**src/rtl/wb_port_arbiter.sv**
```systemverilog
// wb_port_arbiter: shares the register-file write port between the in-order
// pipeline (MEM/WB) and a long-latency unit (LU). The pipeline always wins; a
// colliding LU result is parked in a 1-entry buffer. If it waits STARVE_MAX
// cycles, the pipeline is stalled for one cycle so the buffer can drain.
//
// Handshake: the LU result transfers on any cycle where lu_valid && lu_ready.
// The LU holds lu_addr/lu_data stable until that cycle. lu_ready does not
// depend on lu_valid.
//
// Optional feature: define WB_ARB_STAT_EN to count HOLD->FORCE entries on
// stat_force. The counter saturates at all-ones and is cleared only by rst.
// Without the macro, stat_force is tied to zero.
module wb_port_arbiter #(
    parameter int STARVE_MAX = 4,
    parameter int CNT_W      = 16
) (
    input  logic             clk,
    input  logic             rst,
    input  logic             pipe_we,
    input  logic [4:0]       pipe_addr,
    input  logic [31:0]      pipe_data,
    input  logic             lu_valid,
    input  logic [4:0]       lu_addr,
    input  logic [31:0]      lu_data,
    output logic             lu_ready,
    output logic             stall_req,
    output logic             rf_we,
    output logic [4:0]       rf_addr,
    output logic [31:0]      rf_data,
    output logic             pend_valid,
    output logic [4:0]       pend_addr,
    output logic [CNT_W-1:0] stat_force
);

    // The wait counter must be able to reach STARVE_MAX.
    localparam int WC_W = (STARVE_MAX < 1) ? 1 : $clog2(STARVE_MAX + 1);
    localparam logic [WC_W-1:0] WAIT_LAST = WC_W'(STARVE_MAX - 1);

    typedef enum logic [1:0] {
        ST_IDLE  = 2'd0,
        ST_HOLD  = 2'd1,
        ST_FORCE = 2'd2
    } state_t;

    state_t            state_q, state_d;
    logic [WC_W-1:0]   wait_cnt_q, wait_cnt_d;
    logic [4:0]        buf_addr_q, buf_addr_d;
    logic [31:0]       buf_data_q, buf_data_d;

    logic              pipe_wr;
    logic              lu_live;
    logic              force_entry;
    logic              rf_we_c;
    logic              lu_ready_c;
    logic              stall_c;

    // Writes to x0 are never real writes. An LU result for x0 is accepted and dropped.
    assign pipe_wr = pipe_we && (pipe_addr != 5'd0);
    assign lu_live = lu_valid && (lu_addr != 5'd0);

    // Next-state and write-port selection; the rf write happens in the same cycle.
    always_comb begin
        state_d     = state_q;
        wait_cnt_d  = wait_cnt_q;
        buf_addr_d  = buf_addr_q;
        buf_data_d  = buf_data_q;
        rf_we_c     = 1'b0;
        rf_addr     = 5'd0;
        rf_data     = 32'd0;
        lu_ready_c  = 1'b0;
        stall_c     = 1'b0;
        force_entry = 1'b0;
        case (state_q)
            ST_IDLE: begin
                lu_ready_c = 1'b1;
                if (pipe_wr) begin
                    rf_we_c = 1'b1;
                    rf_addr = pipe_addr;
                    rf_data = pipe_data;
                    if (lu_live) begin
                        buf_addr_d = lu_addr;
                        buf_data_d = lu_data;
                        wait_cnt_d = '0;
                        state_d    = ST_HOLD;
                    end
                end else if (lu_live) begin
                    rf_we_c = 1'b1;
                    rf_addr = lu_addr;
                    rf_data = lu_data;
                end
            end
            ST_HOLD: begin
                if (!pipe_wr) begin
                    rf_we_c = 1'b1;
                    rf_addr = buf_addr_q;
                    rf_data = buf_data_q;
                    state_d = ST_IDLE;
                end else begin
                    rf_we_c    = 1'b1;
                    rf_addr    = pipe_addr;
                    rf_data    = pipe_data;
                    wait_cnt_d = wait_cnt_q + 1'b1;
                    if (wait_cnt_q == WAIT_LAST) begin
                        state_d     = ST_FORCE;
                        force_entry = 1'b1;
                    end
                end
            end
            ST_FORCE: begin
                // MEM/WB is held by the stall, so the suppressed pipe write repeats next cycle.
                stall_c = 1'b1;
                rf_we_c = 1'b1;
                rf_addr = buf_addr_q;
                rf_data = buf_data_q;
                state_d = ST_IDLE;
            end
            default: state_d = ST_IDLE;
        endcase
    end

    // State, wait counter and parking buffer; reset discards any parked result.
    always_ff @(posedge clk) begin
        if (rst) begin
            state_q    <= ST_IDLE;
            wait_cnt_q <= '0;
            buf_addr_q <= 5'd0;
            buf_data_q <= 32'd0;
        end else begin
            state_q    <= state_d;
            wait_cnt_q <= wait_cnt_d;
            buf_addr_q <= buf_addr_d;
            buf_data_q <= buf_data_d;
        end
    end

    // Outputs are forced quiet while rst is high.
    assign rf_we      = rf_we_c && !rst;
    assign lu_ready   = lu_ready_c && !rst;
    assign stall_req  = stall_c && !rst;
    assign pend_valid = (state_q != ST_IDLE) && !rst;
    assign pend_addr  = rst ? 5'd0 : buf_addr_q;

`ifdef WB_ARB_STAT_EN
    logic [CNT_W-1:0] stat_q;

    // Saturating count of HOLD->FORCE transitions.
    always_ff @(posedge clk) begin
        if (rst) begin
            stat_q <= '0;
        end else if (force_entry && (stat_q != {CNT_W{1'b1}})) begin
            stat_q <= stat_q + 1'b1;
        end
    end

    assign stat_force = stat_q;
`else
    logic unused_force_entry;
    assign unused_force_entry = force_entry;
    assign stat_force = '0;
`endif

endmodule

```
**config.mk**
```make
export PLATFORM = sky130hd
export DESIGN_NAME = wb_port_arbiter
export DESIGN_NICKNAME = d
export VERILOG_FILES = /design/src/rtl/wb_port_arbiter.sv
export SDC_FILE = /design/constraint.sdc
export NUM_CORES = 1
export LEC_CHECK = 0
export CELL_PAD_IN_SITES_DETAIL_PLACEMENT = 1
export CELL_PAD_IN_SITES_GLOBAL_PLACEMENT = 2
export CORE_MARGIN = 1
export CORE_UTILIZATION = 29
export CTS_CLUSTER_DIAMETER = 40
export DETAILED_ROUTE_END_ITERATION = 8
export DONT_BUFFER_PORTS = 1
export GPL_ROUTABILITY_DRIVEN = 0
export GPL_TIMING_DRIVEN = 0
export PLACE_DENSITY_LB_ADDON = 0.1
export SKIP_LAST_GASP = 1
export SLEW_MARGIN = 20
export SYNTH_ARGS = -nofsm -noshare
export SYNTH_HDL_FRONTEND = slang
export SYNTH_SLANG_ARGS = --single-unit
```
**constraint.sdc**
```tcl
create_clock -name clk -period 2.8 [get_ports clk]
set_input_delay 0.7 -clock clk [delete_from_list [all_inputs] [get_ports clk]]
set_output_delay 0.7 -clock clk [all_outputs]
set_load 0.03 [all_outputs]
```
==> metrics <==
Root Buffer clkbuf_8; height of the die 96.9 um; chip width 96.9 um; Worst Setup End Kind primary output; Core Util, Final 0.449; Via density 5.22; # H-tree levels 2; Congestion Overflow GR 0; Synth Area in Adders 0.0287; synth top area cells dfxtp_1 32%, nand2_1 19%, a21oi_1 11%, a22oi_1 10%, buf_4 5.7%; top-area cell type share of the netlist area 0.322; fraction of registers with async set/reset 0; Fin Setup TNS -7.03 ns; GRT Util Overall 0.203; sequential share of the synthesized area 0.322; max-cap viol count 0; latest clock arrival within the worst-skew pair 0.30 ns; clock-pin transition on the worst setup and hold timing paths 0.09 ns; vias in the first global route 2813; failing checks negative setup slack; CTS tree yes; dominant synthesized flop cell dfxtp_1; ant diodes 0; EDFF count, synth 0; largest family of logic cells by synthesized area simple AND/OR/NAND/NOR gates; final hold vios 0; reg2reg end buf_addr_q[4]; # clock sinks 42; Syn Inst Count 376; Cell Pwr Density 441 nW/um^2; area leader, netlist dfxtp_1; Yosys warning count 0; area grow syn2layout 49.9%; Area after DPL 3310 sq um; Worst Hold End buf_data_q[18]; Compound-Gate Fraction of Synth Area 0.263; Tcrit/Tclk final 1.08; first-pass GRT wire length 15000 um; Lkg Pwr 1.53 nW; Final min period 3.03 ns; post-route cell area 3920 sq um; RSZ-0062 raised after global routing yes; Starting DRT DRC Count 64; final worst slack -0.234 ns; critical path type in2out; Setup-failing EPs final 37; share of cells above drive strength 1 0.399; Fmax 330 MHz; Min-Delay Path Depth 2; DR vias 2727; synth unique cells 34; reg2reg path depth 7; status finished, violations left; reg2reg start state_q[1]; synthesis-stage register bit count 42; DP Worst Slack -0.518 ns; slew at the pin closest to its max-slew limit 0.739 ns; cell area after synthesis 2610 sq um; Syn Area/Cell 6.95 sq um; WHS 0.474 ns; post-synthesis mux area share 0.00383; CTS max path bufs 2; peak supply drop 0.192 mV; CP Launch Type input pin; # rows 34; mean routed wirelength per cell 18.9 um; pin count of the biggest net entering global routing 14; Post-Route WL 9850 um; Initial Util 0.300; Final Max Slew Viols 0; R2R Setup Slk 0.50 ns; I/O pin cnt 140; HPWL Detailed 7120 um; HP Class reg2reg; Final ANT Viol Nets 0; simple-gate area share of the yosys netlist 0.270; FILL cells 1019; WP data arrival 2.33 ns; Final nets 497; Clock Skew 0.0107 ns; XOR/XNOR share of the synthesized area 0; total core area 8720 sq um; Hold Buf Count CTS 0; die footprint 9400 sq um; Crit Path Max Fanout 5; Post-synth top cells 132 x nand2_1, 57 x a21oi_1, 42 x dfxtp_1, 36 x a22oi_1, 20 x buf_4; drt first pass iters 4; CTS buffer count 5; DRC 0; Hold Startpoint buf_data_q[18]; most frequent cell after synthesis nand2_1; Slew headroom 0.505; Req. time, crit path 2.10 ns; quantity of I/O buffers inserted on ports 0; initial antenna violation count 0
-- layout by cell type (no fill, tap or decap), drive strengths merged, types with 3 or more instances in the layout --
| master | Yosys | layout |
|---|---|---|
| nand2 | 132 | 132 |
| a21oi | 57 | 57 |
| dfxtp | 42 | 42 |
| buf | 28 | 42 |
| a22oi | 36 | 36 |
| clkbuf | 15 | 22 |
| conb | 1 | 16 |
| nor2 | 9 | 9 |
| inv | 7 | 7 |
| nand3 | 7 | 7 |
| ha | 6 | 6 |
| nor2b | 5 | 5 |
| o21ai | 5 | 5 |
| nor3 | 4 | 4 |
| nand2b | 3 | 3 |
| a211oi | 3 | 3 |
-- worst max-delay path by stage --
stage                      start     endpoint  depth (start not counted)
finish              pipe_addr[0]  rf_data[20]                          7
global route        pipe_addr[0]   rf_data[3]                          9
CTS                 pipe_addr[3]   rf_data[3]                          9
detailed placement       pipe_we   rf_data[9]                          6
global placement         pipe_we   rf_data[9]                          6
floorplan           pipe_addr[0]  rf_data[10]                          8
-- power by group --
part	switching (W)	leakage, nW	internal, W
registers	0.0000215	0.342	0.000625
logic	0.000395	1.14	0.000201
clock network	0.000219	0.0514	0.000266
-- state kept, by name, indices dropped and copies added (netlist names) --
signal	count
buf_addr_q	5
wait_cnt_q	3
buf_data_q	32
state_q	2
-- logic make-up (layout without fill, tap and decap cells) --
| family | Yosys count | count (layout) |
|---|---|---|
| AOI/OAI and AO/OA | 110 | 110 |
| adders and majority gates | 6 | 6 |
| buffers and inverters | 50 | 73 |
| DFF | 42 | 42 |
| muxes | 1 | 1 |
| other | 1 | 16 |
| and+or+nand+nor | 166 | 166 |
-- final cells by class --
type | instances | area (sq um) | share of cell area
Sequential cell | 42 | 841 | 0.215
Clock inverter | 2 | 37.5 | 0.00958
Buffer | 41 | 312 | 0.0795
Inverter | 7 | 26.3 | 0.00670
Timing Repair Buffer | 17 | 196 | 0.0501
Multi-Input combinational cell | 299 | 2300 | 0.587
Clock buffer | 6 | 72.6 | 0.0185
Tap cell | 108 | 135 | 0.0345
-- per-stage QoR --
step,power (W),std cells
global placement,0.00117,499
global route,0.00180,522
floorplan,0.00110,391
CTS,0.00174,520
detailed placement,0.00117,499
finish,0.00173,522
-- per-layer routing --
layer,vias to the layer above,wire (um),part of all wire,GRT usage
li1,1330,-,-,-
met4,0,85,0.0086,0.0482
met2,98,4820,0.49,0.345
met1,1294,4230,0.43,0.255
met3,5,715,0.073,0.0542
met5,-,0,0,0
-- worst max-delay path, cell delays in order --
cell     delay (ns)
or4_4          0.56
o21a_1         0.21
buf_6          0.14
nor3_4         0.19
buf_6          0.21
nand2_2        0.08
a21oi_4        0.24
-- timing repair --
| action | in CTS | in global routing |
|---|---|---|
| endpoints found under the setup margin | 38 | 38 |
| setup buffers | 11 | 3 |
| pin swaps | 33 | 17 |
| gates resized for setup | 76 | 17 |
| gates cloned | 3 | 1 |
No activity file was read; power rests on OpenSTA's default activity.
